### src/rtl/tuner_phy_pkg.sv
// Shared types for the tuner control PHYs: arbiter FSM states, channel roles
// and the index-width helper used for grant ports.
package tuner_phy_pkg;

    typedef enum logic [2:0] {
        INIT,
        IDLE,
        TUNE,
        SYNC,
        COMMIT
    } tuner_phy_ctrl_arb_mc_state_e;

    localparam int CH_SEARCH = 0;
    localparam int CH_LOCK   = 1;

    // A single channel still needs a one-bit index port.
    function automatic int idx_w(input int n);
        return (n > 1) ? $clog2(n) : 1;
    endfunction

endpackage

### src/rtl/tuner_rr_arb.sv
// Round-robin arbiter: the search starts at the channel after the last grant.
// The pointer moves only when a grant is actually taken (advance & any).
module tuner_rr_arb
    import tuner_phy_pkg::*;
#(
    parameter int NUM_CH = 2
) (
    input  logic                      clk,
    input  logic                      rst_n,
    input  logic                      clear,
    input  logic [NUM_CH-1:0]         req,
    input  logic                      advance,
    output logic [NUM_CH-1:0]         grant_oh,
    output logic [idx_w(NUM_CH)-1:0]  grant_idx,
    output logic                      any
);

    localparam int IW = idx_w(NUM_CH);

    logic [IW-1:0] ptr;
    logic [IW:0]   cand;

    // Walk from the farthest offset down so the nearest requester to ptr wins.
    always_comb begin
        grant_idx = '0;
        any       = 1'b0;
        cand      = '0;
        for (int i = NUM_CH - 1; i >= 0; i--) begin
            cand = {1'b0, ptr} + (IW + 1)'(i);
            if (cand >= (IW + 1)'(NUM_CH)) cand = cand - (IW + 1)'(NUM_CH);
            if (req[cand[IW-1:0]]) begin
                grant_idx = cand[IW-1:0];
                any       = 1'b1;
            end
        end
        grant_oh = any ? (NUM_CH'(1) << grant_idx) : '0;
    end

    always_ff @(posedge clk or negedge rst_n) begin
        if (!rst_n) begin
            ptr <= '0;
        end else if (clear) begin
            ptr <= '0;
        end else if (advance && any) begin
            ptr <= (grant_idx == IW'(NUM_CH - 1)) ? '0 : grant_idx + 1'b1;
        end
    end

endmodule

### src/rtl/tuner_ctrl_arb_mc_phy.sv
// Arbitrates several tuner controllers onto one ring-tuner AFE port: fire the
// granted tune code, wait N power-detect edges, then commit the (tune, pwr) pair.
module tuner_ctrl_arb_mc_phy
    import tuner_phy_pkg::*;
#(
    parameter int DAC_WIDTH      = 8,
    parameter int ADC_WIDTH      = 8,
    parameter int NUM_CH         = 2,
    parameter int SYNC_CNT_WIDTH = 4
) (
    input  logic                          i_clk,
    input  logic                          i_rst_n,
    input  logic                          i_ctrl_refresh,
    input  logic [NUM_CH-1:0]             i_ctrl_active,
    input  logic [SYNC_CNT_WIDTH-1:0]     i_sync_cycle,
    input  logic [NUM_CH-1:0]             i_ring_tune_val,
    output logic [NUM_CH-1:0]             o_ring_tune_rdy,
    input  logic [NUM_CH*DAC_WIDTH-1:0]   i_ring_tune,
    output logic [NUM_CH-1:0]             o_commit_val,
    input  logic [NUM_CH-1:0]             i_commit_rdy,
    output logic [ADC_WIDTH-1:0]          o_pwr_commit,
    output logic [DAC_WIDTH-1:0]          o_ring_tune_commit,
    output logic [idx_w(NUM_CH)-1:0]      o_grant_ch,
    output logic                          o_busy,
    input  logic                          i_pwr_detect_update,
    input  logic [ADC_WIDTH-1:0]          i_pwr_detect_data,
    output logic                          o_pwr_detect_active,
    output logic                          o_pwr_detect_refresh,
    output logic [DAC_WIDTH-1:0]          o_dig_afe_ring_tune,
    output logic                          o_afe_ring_tune_val,
    input  logic                          i_afe_ring_tune_rdy,
    output logic [2:0]                    o_dbg_state
);

    localparam int GW = idx_w(NUM_CH);

    // Handshakes: a transfer happens in a cycle where valid and ready are both
    // high; valid never depends on ready, and ready is only raised in TUNE.
    tuner_phy_ctrl_arb_mc_state_e state, state_n;

    logic [GW-1:0]             grant;
    logic [NUM_CH-1:0]         grant_oh;
    logic [DAC_WIDTH-1:0]      tracked;
    logic [SYNC_CNT_WIDTH-1:0] sync_n;
    logic [SYNC_CNT_WIDTH-1:0] sync_cnt;
    logic                      upd_q;
    logic [ADC_WIDTH-1:0]      pwr_commit;
    logic [DAC_WIDTH-1:0]      tune_commit;

    logic [NUM_CH-1:0]         arb_oh;
    logic [GW-1:0]             arb_idx;
    logic                      arb_any;
    logic [DAC_WIDTH-1:0]      tune_g;
    logic                      act_g, val_g, crdy_g, fire, upd_edge, last_edge;

    tuner_rr_arb #(.NUM_CH(NUM_CH)) u_arb (
        .clk       (i_clk),
        .rst_n     (i_rst_n),
        .clear     (i_ctrl_refresh),
        .req       (i_ring_tune_val & i_ctrl_active),
        .advance   (state == IDLE),
        .grant_oh  (arb_oh),
        .grant_idx (arb_idx),
        .any       (arb_any)
    );

    always_comb begin
        tune_g = '0;
        for (int i = 0; i < NUM_CH; i++) begin
            if (grant_oh[i]) tune_g = i_ring_tune[i*DAC_WIDTH +: DAC_WIDTH];
        end
    end

    assign act_g     = |(i_ctrl_active & grant_oh);
    assign val_g     = |(i_ring_tune_val & grant_oh);
    assign crdy_g    = |(i_commit_rdy & grant_oh);
    assign fire      = o_afe_ring_tune_val & i_afe_ring_tune_rdy;
    assign upd_edge  = i_pwr_detect_update & ~upd_q;
    assign last_edge = upd_edge && ((sync_cnt + 1'b1) == sync_n);

    always_comb begin
        state_n = state;
        case (state)
            INIT:    state_n = IDLE;
            IDLE:    if (arb_any) state_n = TUNE;
            TUNE:    if (!act_g) state_n = IDLE;
                     else if (fire) state_n = SYNC;
            SYNC:    if (!act_g) state_n = IDLE;
                     else if (last_edge) state_n = COMMIT;
            COMMIT:  if (!act_g || crdy_g) state_n = IDLE;
            default: state_n = INIT;
        endcase
    end

    always_ff @(posedge i_clk or negedge i_rst_n) begin
        if (!i_rst_n) begin
            state <= INIT;
        end else if (i_ctrl_refresh) begin
            state <= INIT;
        end else begin
            state <= state_n;
        end
    end

    // Refresh clears everything, discarding any fire or commit in the same cycle.
    always_ff @(posedge i_clk or negedge i_rst_n) begin
        if (!i_rst_n) begin
            grant       <= '0;
            grant_oh    <= '0;
            tracked     <= '0;
            sync_n      <= '0;
            sync_cnt    <= '0;
            upd_q       <= 1'b0;
            pwr_commit  <= '0;
            tune_commit <= '0;
        end else if (i_ctrl_refresh) begin
            grant       <= '0;
            grant_oh    <= '0;
            tracked     <= '0;
            sync_n      <= '0;
            sync_cnt    <= '0;
            upd_q       <= 1'b0;
            pwr_commit  <= '0;
            tune_commit <= '0;
        end else begin
            upd_q <= i_pwr_detect_update;
            if (state == IDLE && arb_any) begin
                grant    <= arb_idx;
                grant_oh <= arb_oh;
            end
            if (fire) begin
                tracked  <= tune_g;
                sync_n   <= (i_sync_cycle == '0) ? SYNC_CNT_WIDTH'(1) : i_sync_cycle;
                sync_cnt <= '0;
            end
            if (state == SYNC && upd_edge) begin
                sync_cnt    <= sync_cnt + 1'b1;
                pwr_commit  <= i_pwr_detect_data;
                tune_commit <= tracked;
            end
        end
    end

    assign o_afe_ring_tune_val  = (state == TUNE) && val_g;
    assign o_ring_tune_rdy      = ((state == TUNE) && i_afe_ring_tune_rdy) ? grant_oh : '0;
    assign o_dig_afe_ring_tune  = fire ? tune_g : tracked;
    assign o_commit_val         = (state == COMMIT) ? grant_oh : '0;
    assign o_pwr_commit         = pwr_commit;
    assign o_ring_tune_commit   = tune_commit;
    assign o_grant_ch           = grant;
    assign o_busy               = (state == TUNE) || (state == SYNC) || (state == COMMIT);
    assign o_pwr_detect_active  = |i_ctrl_active;
    assign o_pwr_detect_refresh = i_ctrl_refresh;
    assign o_dbg_state          = state;

endmodule

### config.mk
export PLATFORM = sky130hd
export DESIGN_NAME = tuner_ctrl_arb_mc_phy
export DESIGN_NICKNAME = d
export VERILOG_FILES = /design/src/rtl/tuner_phy_pkg.sv /design/src/rtl/tuner_rr_arb.sv /design/src/rtl/tuner_ctrl_arb_mc_phy.sv
export SDC_FILE = /design/constraint.sdc
export NUM_CORES = 1
export LEC_CHECK = 0
export CAP_MARGIN = 15
export CORE_UTILIZATION = 45
export DETAILED_ROUTE_END_ITERATION = 8
export DONT_BUFFER_PORTS = 1
export PLACE_DENSITY_LB_ADDON = 0.15
export SLEW_MARGIN = 20
export SYNTH_ARGS = -nofsm -noshare
export SYNTH_HDL_FRONTEND = slang
export SYNTH_SLANG_ARGS = --single-unit
### constraint.sdc
create_clock -name i_clk -period 3.7 [get_ports i_clk]
set_input_delay 0.74 -clock i_clk [delete_from_list [all_inputs] [get_ports i_clk]]
set_output_delay 0.74 -clock i_clk [all_outputs]
set_load 0.1 [all_outputs]
# After elaboration in Yosys (flattened, before gate mapping)
# Cells that the tools add are included.
# totals
regBits,40
out_inout_bits,36
wordCells,99
# classes
add_sub_neg,5
order_cmp,4
n_eq_ne,9
shifts,1
n_mux,43
n_bitwise,7
n_reduce_logical,20
# op_table
operator,count
2-to-1 mux 8 bit,8
2-to-1 mux 4 bit,6
2-to-1 mux 3 bit,7
2-to-1 mux 1 bit,16
case mux 3 bit (5 select lines),1
2-to-1 mux 2 bit,5
AND 2 bit,4
"!= test 4 bit, second input constant",2
OR reduction 2 bit,4
"== test 3 x 2 -> 1 bit, second input constant",2
"!= test 3 bit, second input constant",2
nonzero test 2 bit,3
logical AND 1 bit,5
"adder 4 x 1 -> 4 bit, second input constant",1
== test 4 bit,1
zero test 4 bit,1
"less-than comparator 1 x 2 -> 1 bit, second input constant",2
AND reduction 4 bit,1
"== test 3 x 1 -> 1 bit, second input constant",1
"== test 3 bit, second input constant",1
zero test 3 bit,1
logical OR 1 bit,3
nonzero test 3 bit,1
"adder 1 x 1 -> 2 bit, second input constant",1
other kinds (8),10

# Logic depth before layout (Yosys ltp)
# Gate-level depths: netlist (run 1).
# depth
depth_word,11
ltp_mapped,7
depth_no_buf,6

# Hierarchy
# From an unflattened synthesis (run 1), not the netlist that was laid out.
# hier_totals
cells_unflattened,223
area_unflattened_um2,2119.5
# by_module_without_submodules
mod,instances,cells_per_inst,area_each_um2,seq_area_each_um2
tuner_ctrl_arb_mc_phy,1,214,2035.7,975.9
tuner_rr_arb,1,9,83.8,25.0

# Worst setup path after synthesis (run 1)
# No wires, ideal clock.
# synth_timing
kind,register to output
from,reg state[1] (netlist: o_dbg_state[1])
to,out o_busy
arrival_time_ns,3.381
required_time_ns,2.960
slack_ns,-0.421
stages_incl_launch_ff,4
path_buffers,1
path_cell_list,dfrtp_1 buf_4 inv_1 o21ai_0
# synth_via
elab_chain_cells,3
word_cells_on_any_way,5
cone_classes,eq/ne: 3; reduce/logical: 2
# synth_lines
item,line,rtl
"start, declared",tuner_ctrl_arb_mc_phy.sv:39,"tuner_phy_ctrl_arb_mc_state_e state, state_n;"
"start signal, assigned",tuner_ctrl_arb_mc_phy.sv:101,state <= state_n;
== test 3 x 2 -> 1 bit,tuner_ctrl_arb_mc_phy.sv:151,assign o_busy = (state == TUNE) || (state == SYNC) || (state == COMMIT);
logical OR 1 bit,tuner_ctrl_arb_mc_phy.sv:151,
logical OR 1 bit *,tuner_ctrl_arb_mc_phy.sv:151,
"end, declared",tuner_ctrl_arb_mc_phy.sv:24,"output logic o_busy,"
# Mark *: on every way between the ends. The rest lies on a longest branch, timed or not.

# Worst setup path in the final report (run 1)
# layout_timing
from,reg state[2] (netlist: o_dbg_state[2])
to,out o_dig_afe_ring_tune[7]
# layout_via
elab_chain_cells,4
# layout_lines
item,line,rtl
== test 3 x 2 -> 1 bit,tuner_ctrl_arb_mc_phy.sv:144,assign o_afe_ring_tune_val = (state == TUNE) && val_g;
logical AND 1 bit,tuner_ctrl_arb_mc_phy.sv:144,
AND 1 bit,tuner_ctrl_arb_mc_phy.sv:77,assign fire = o_afe_ring_tune_val & i_afe_ring_tune_rdy;
2-to-1 mux 8 bit,n/a,
"end, declared",tuner_ctrl_arb_mc_phy.sv:29,"output logic [DAC_WIDTH-1:0] o_dig_afe_ring_tune,"
# No other way between the ends.

==> results of run 1 <==
-- state kept, by name (all words and copies together), names as in the netlist --
name / flops
upd_q: 1
o_dbg_state: 3
tracked: 8
o_ring_tune_commit: 8
sync_n: 4
sync_cnt: 4
grant_oh: 2
o_grant_ch: 1
u_arb.ptr: 1
o_pwr_commit: 8
-- critical path: stages, from the launching register on --
cell and delay (ps):
dfrtp_1 570, nor3b_4 360, nand3_2 340, a221oi_1 450
nor2_2 60, buf_4 240
-- path summary, 6_finish.rpt --
check | from | to | slack [ps] | cells after the start
setup / recovery | o_dbg_state[2] | o_dig_afe_ring_tune[7] | 650 | 5
hold / removal | i_rst_n | o_dbg_state[1] | 130 | 0
setup reg to reg | o_dbg_state[0] | sync_cnt[3] | 1580 | 6
hold reg to reg | tracked[2] | o_ring_tune_commit[2] | 490 | 1
max in group asynchronous | i_rst_n | o_grant_ch | 3470 | 0
min in group i_clk | tracked[2] | o_ring_tune_commit[2] | 490 | 1
-- cell usage after synthesis, drive strengths merged (2+ instances only) --
library cell / n
o31ai: 2
o21ai: 8
xor2: 2
nor2b: 3
a21o: 2
dfrtp: 40
inv: 4
nand2: 15
nor3: 13
a221oi: 9
nor2: 23
a21oi: 7
clkbuf: 2
and3: 6
a22o: 18
and2: 3
nand3: 4
buf: 11
xnor2: 4
or3b: 2
-- area by class of cell --
| cell class | instances | area [µm²] |
|---|---|---|
| Clock buffer | 5 | 68.8 |
| Clock inverter | 3 | 42.5 |
| Fill cell | 395 | 2000 |
| Inverter | 4 | 15.0 |
| Multi-Input combinational cell | 139 | 1040 |
| Sequential cell | 40 | 1000 |
| Tap cell | 52 | 65.1 |
| Timing Repair Buffer | 18 | 210 |
-- cells by family after synthesis --
| family | after synthesis |
|---|---|
| AOI/OAI and AO/OA | 55 |
| xor gates and xnor gates | 6 |
| adders and majority gates | 1 |
| buffers and inverters | 17 |
| DFF | 40 |
| and+or+nand+nor | 77 |
-- metrics by stage --
stage | hold WS (ps) | cell area, µm² | std cells | setup WS [ps]
floorplan | 444 | 2130 | 196 | 267
global placement | 445 | 2330 | 253 | 1040
detailed placement | 445 | 2330 | 253 | 949
CTS | 127 | 2440 | 261 | 633
global route | 115 | 2440 | 261 | 498
finish | 134 | 2440 | 261 | 654
-- report_power, final --
part / total, µW / internal [µW] / leakage, µW / switching (µW)
clock network: 353 / 199 / 0.0000541 / 154
registers: 482 / 449 / 0.000555 / 33.0
logic: 193 / 49.2 / 0.000482 / 143
total: 1030 / 698 / 0.00109 / 330
-- per-layer routing --
metal | global-route usage | vias up
met5 | 0 | -
li1 | - | 744
met2 | 0.329 | 55
met1 | 0.281 | 795
met3 | 0.0527 | 6
met4 | 0.0622 | 0
==> impl_metrics.yaml, run 1 <==
clocking:
  numCtsBuffers: 5
  clk_latency_ps: 290
  cts_resized: 0
  cts_max_level: 2
  ctsLongestPathBuffers: 2
  clk_pin_slew_worst_paths_ps: 80
  root_buffer: "clkbuf_8"
  cts_sinks: 40
  cts_tree: "yes"
  cts-hold-fix-buffers: 0
  cts_setup_buffers: 0
routing:
  via_per_inst: 6.13
  met1_length_um: 2190
  drt_iter0_drc: 127
  highest_layer: "met4"
  first_pass_iters: 6
  routedWlPerCell_um: 18.5
  wl_um: 4820
  detail-route-antenna-nets: 0
  num_vias: 1600
  wl_met2_um: 2330
  met3_length_um: 267
  drc: 7
die:
  dieWidth_um: 70.6
  rows: 24
  die_y_um: 70.6
  initial_utilization: 0.476
  io_pins: 75
  die_area_um2: 4980
  fp.coreArea_um2: 4440
setup_path:
  crit_required_ps: 2960
  cp-start-kind: "flip-flop"
  crit_path_max_fanout: 14
  worst-setup-path-type: "flip-flop to output pin"
  crit_path_end_kind: "output pin"
  cp_data_arrival_time_ps: 2310
cells_and_area:
  diodes: 0
  drive_above_1_share: 0.297
  fin_util: 0.550
  syn2layout_area_growth_pct: 15.6
  layout_common_cells: "dfrtp_1 (40), a22o_1 (17), nand2_1 (15)"
  final_common_cell: "dfrtp_1"
  layout.nets: 248
flow_run:
  maxCapViolCount: 0
yosys:
  synth-seq-cells: 40
  synth_top_family_by_area: "compound AO/OA/AOI/OAI gates"
  synth_compound_area_frac: 0.241
  syn_area_per_cell_um2: 10.8
  synthFlopType: "dfrtp_1"
  yosys.area_share.adder: 0.00592
  synth-xor-area-share: 0.0284
  yosys.area.top_type: "dfrtp_1"
  synthArstFlopShare: 1.00
  synth.cell_area_um2: 2110
  synthTopCellsByArea: "dfrtp_1 (47%), a22o_1 (7.0%), a221oi_2 (4.3%)"
  synth_cell_type_count: 51
  seq_area_frac_synth: 0.473
  synth_edf_count: 0
  ys_warn_count: 0
  synth-simple-area-share: 0.206
  syn_inst: 196
  synthesis.nets: 236
  muxShareOfSynthArea: 0
  synth_top_area_frac: 0.473
global_route:
  grt_pass1_vias: 1626
  grt_overflow: 0
  grt_max_degree: 41
  track_usage: 0.207
  grt_pass1_wl_um: 8070
  antenna_found_initial: 0
timing:
  finalMaxSlewViolations: 0
  setup-tns-final_ps: 0
  period_needed_ps: 3050
  rsz0062_at_grt: "false"
  hold_violations: 0
  skew_ps: 4.15
  worst_slew_pin_slew_ps: 925
  relSlewSlack: 0.383
  period_share: 0.823
  setup_viol: 0
  fmax_ghz: 0.328
run_status:
  violations: "design-rule violations"
  status: "complete, but fails checks"
place:
  io_buffer_count: 0
  hpwl_um: 3490
  place_congestion: 0.823
power_and_ir_drop:
  p_per_area_nw_per_um2: 421
  p_leak_uw: 0.00109
  power_uw: 1030
  ir_worst_vdd_mv: 0.196
min_path:
  hp-class: "input pin to async pin"
Power figures use the tool's default switching activity.
==> run 2: changes to the inputs <==
ABC_AREA = 1   (was not set)
clock period = 2.8 ns   (was 3.7 ns; I/O delays follow)
==> run 2 against run 1 <==
Compared with the run above: the flow now finishes without violations; sequential cell count unchanged; critical path depth increased by 1; final area decreased by 0.26%; non-clock buffer count decreased by 7; core utilization increased by 0.23 points; synthesized area decreased by 0.65%; sequential power increased by 32%; routed wire length decreased by 1.7%; clock-buffer cell count unchanged; register-to-register slack got worse by 810 ps; hold slack got worse by 31 ps; worst setup slack got worse by 460 ps.
==> impl_metrics.yaml, run 2 <==
run_status:
  status: "finished clean"
power_and_ir_drop:
  p_per_area_nw_per_um2: 574
  p_leak_uw: 0.00122
  ir_worst_vdd_mv: 0.326
clocking:
  cts_sinks: 40
  ctsLongestPathBuffers: 2
  cts-hold-fix-buffers: 1
  cts_tree: "yes"
  cts_setup_buffers: 0
  root_buffer: "clkbuf_8"
  numCtsBuffers: 5
  clk_latency_ps: 290
  clk_pin_slew_worst_paths_ps: 90
  cts_max_level: 2
  cts_resized: 0
flow_run:
  maxCapViolCount: 0
yosys:
  ys_warn_count: 0
  syn_inst: 275
  synth.cell_area_um2: 2100
  seq_area_frac_synth: 0.476
  synth-seq-cells: 40
  synth_common_cells: "nand2_1 (85), inv_1 (42), dfrtp_1 (40), nor2_1 (25), nand3_1 (20)"
  yosys.area.top_type: "dfrtp_1"
  synth_top_area_frac: 0.476
  yosysMostFrequentCell: "nand2_1"
  synth_cell_type_count: 25
  syn_area_per_cell_um2: 7.64
  synthFlopType: "dfrtp_1"
  synthesis.nets: 315
  synthArstFlopShare: 1.00
  synthTopCellsByArea: "dfrtp_1 (48%), nand2_1 (15%), inv_1 (7.5%)"
  synth_edf_count: 0
min_path:
  hp-class: "input pin to async pin"
setup_path:
  crit_path_end_kind: "output pin"
  crit_required_ps: 2240
  cp-start-kind: "flip-flop"
  worst-setup-path-type: "flip-flop to output pin"
  cp_data_arrival_time_ps: 2050
  crit_path_max_fanout: 18
cells_and_area:
  layout.nets: 324
  syn2layout_area_growth_pct: 16.0
  design_area_um2: 2440
  layout_common_cells: "nand2_1 (85), inv_1 (42), dfrtp_1 (39)"
  drive_above_1_share: 0.151
  final_common_cell: "nand2_1"
  diodes: 0
  fill_cells: 421
place:
  post_dp_cell_area_um2: 2300
  place_congestion: 0.791
  dp_slack_ps: 487
  hpwl_um: 3470
  io_buffer_count: 0
routing:
  wl_um: 4740
  first_pass_iters: 4
  detail-route-antenna-nets: 0
  num_vias: 1732
  drt_iter0_drc: 85
  drc: 0
  routedWlPerCell_um: 14.1
  via_per_inst: 5.14
timing:
  setup_viol: 0
  skew_ps: 5.00
  setup_ws_ps: 189
  holdWs_ps: 103
  rsz0062_at_grt: "false"
  period_needed_ps: 2610
  setup-tns-final_ps: 0
  finalMaxSlewViolations: 0
  period_share: 0.932
  relSlewSlack: 0.377
  fmax_ghz: 0.383
  hold_violations: 0
  worst_slew_pin_slew_ps: 934
die:
  die_y_um: 70.3
  rows: 24
  dieWidth_um: 70.3
  initial_utilization: 0.476
  die_area_um2: 4950
  fp.coreArea_um2: 4410
  io_pins: 75
global_route:
  grt_max_degree: 41
  antenna_found_initial: 0
  track_usage: 0.200
  grt_pass1_wl_um: 7880
  grt_pass1_vias: 1679
  grt_overflow: 0
run 2: changes by cell type after synthesis, sizes merged, moves of 4 or more:
| cell | delta |
|---|---|
| a221oi | -9 |
| a22o | -10 |
| and3 | -6 |
| buf | -4 |
| inv | +41 |
| nand2 | +72 |
| nand3 | +16 |
| nor2 | +5 |
| nor3 | -11 |
| o21ai | +14 |
| o22ai | +4 |
| xnor2 | -4 |
run 2: kinds of logic (layout without fill, tap and decap cells):
group,Yosys count,after routing,share of synthesized area
AOI/OAI and AO/OA,40,40,0.127
DFF,40,40,0.476
adders and majority gates,1,1,0.00595
and+or+nand+nor,140,140,0.284
buffers and inverters,54,64,0.106
run 2: power by group:
part	leakage (µW)	switching (µW)	total (µW)	internal (µW)
logic	0.000615	210	279	68.3
registers	0.000550	40.9	636	595
clock network	0.0000548	216	484	269
total	0.00122	467	1400	931
run 2: worst max-delay path, stage by stage (launching register included):
cell     delay, ps
dfrtp_1        570
nand2_1        100
nand2_1        100
inv_1          110
nor2_8         380
nand2_1        170
o21ai_4        310
run 2: metal layers:
layer,part of all wire,track usage,vias to the layer above
li1,-,-,882
met1,0.44,0.264,790
met2,0.48,0.328,58
met3,0.071,0.0548,2
met4,0.0055,0.0400,0
met5,0,0,-
run 2: final cells by class:
cell class	instances	area, µm²	area share
well taps	52	65.1	0.0267
flip-flops and latches	40	1000	0.411
clock buffers	5	68.8	0.0282
inverters	45	169	0.0693
repair buffers	11	133	0.0544
multi-input cells	181	953	0.391
clock inverters	3	46.3	0.0190
run 2: final timing paths:
kind                       cells after the start  slack, ps                     end            from
hold reg to reg                                2        490               u_arb.ptr       u_arb.ptr
hold / removal                                 1        100          o_dbg_state[1]         i_rst_n
min in group i_clk                             1        320                   upd_q  i_ctrl_refresh
max in group asynchronous                      1       2500   o_ring_tune_commit[3]         i_rst_n
setup / recovery                               6        190  o_dig_afe_ring_tune[0]     grant_oh[1]
setup reg to reg                               8        770              tracked[4]     grant_oh[1]
run 2: stage by stage:
step,utilization,total power [µW],std cells
finish,0.552,1400,337
global route,0.552,1460,337
CTS,0.552,1410,337
detailed placement,0.522,913,328
global placement,0.522,912,328
floorplan,-,865,275
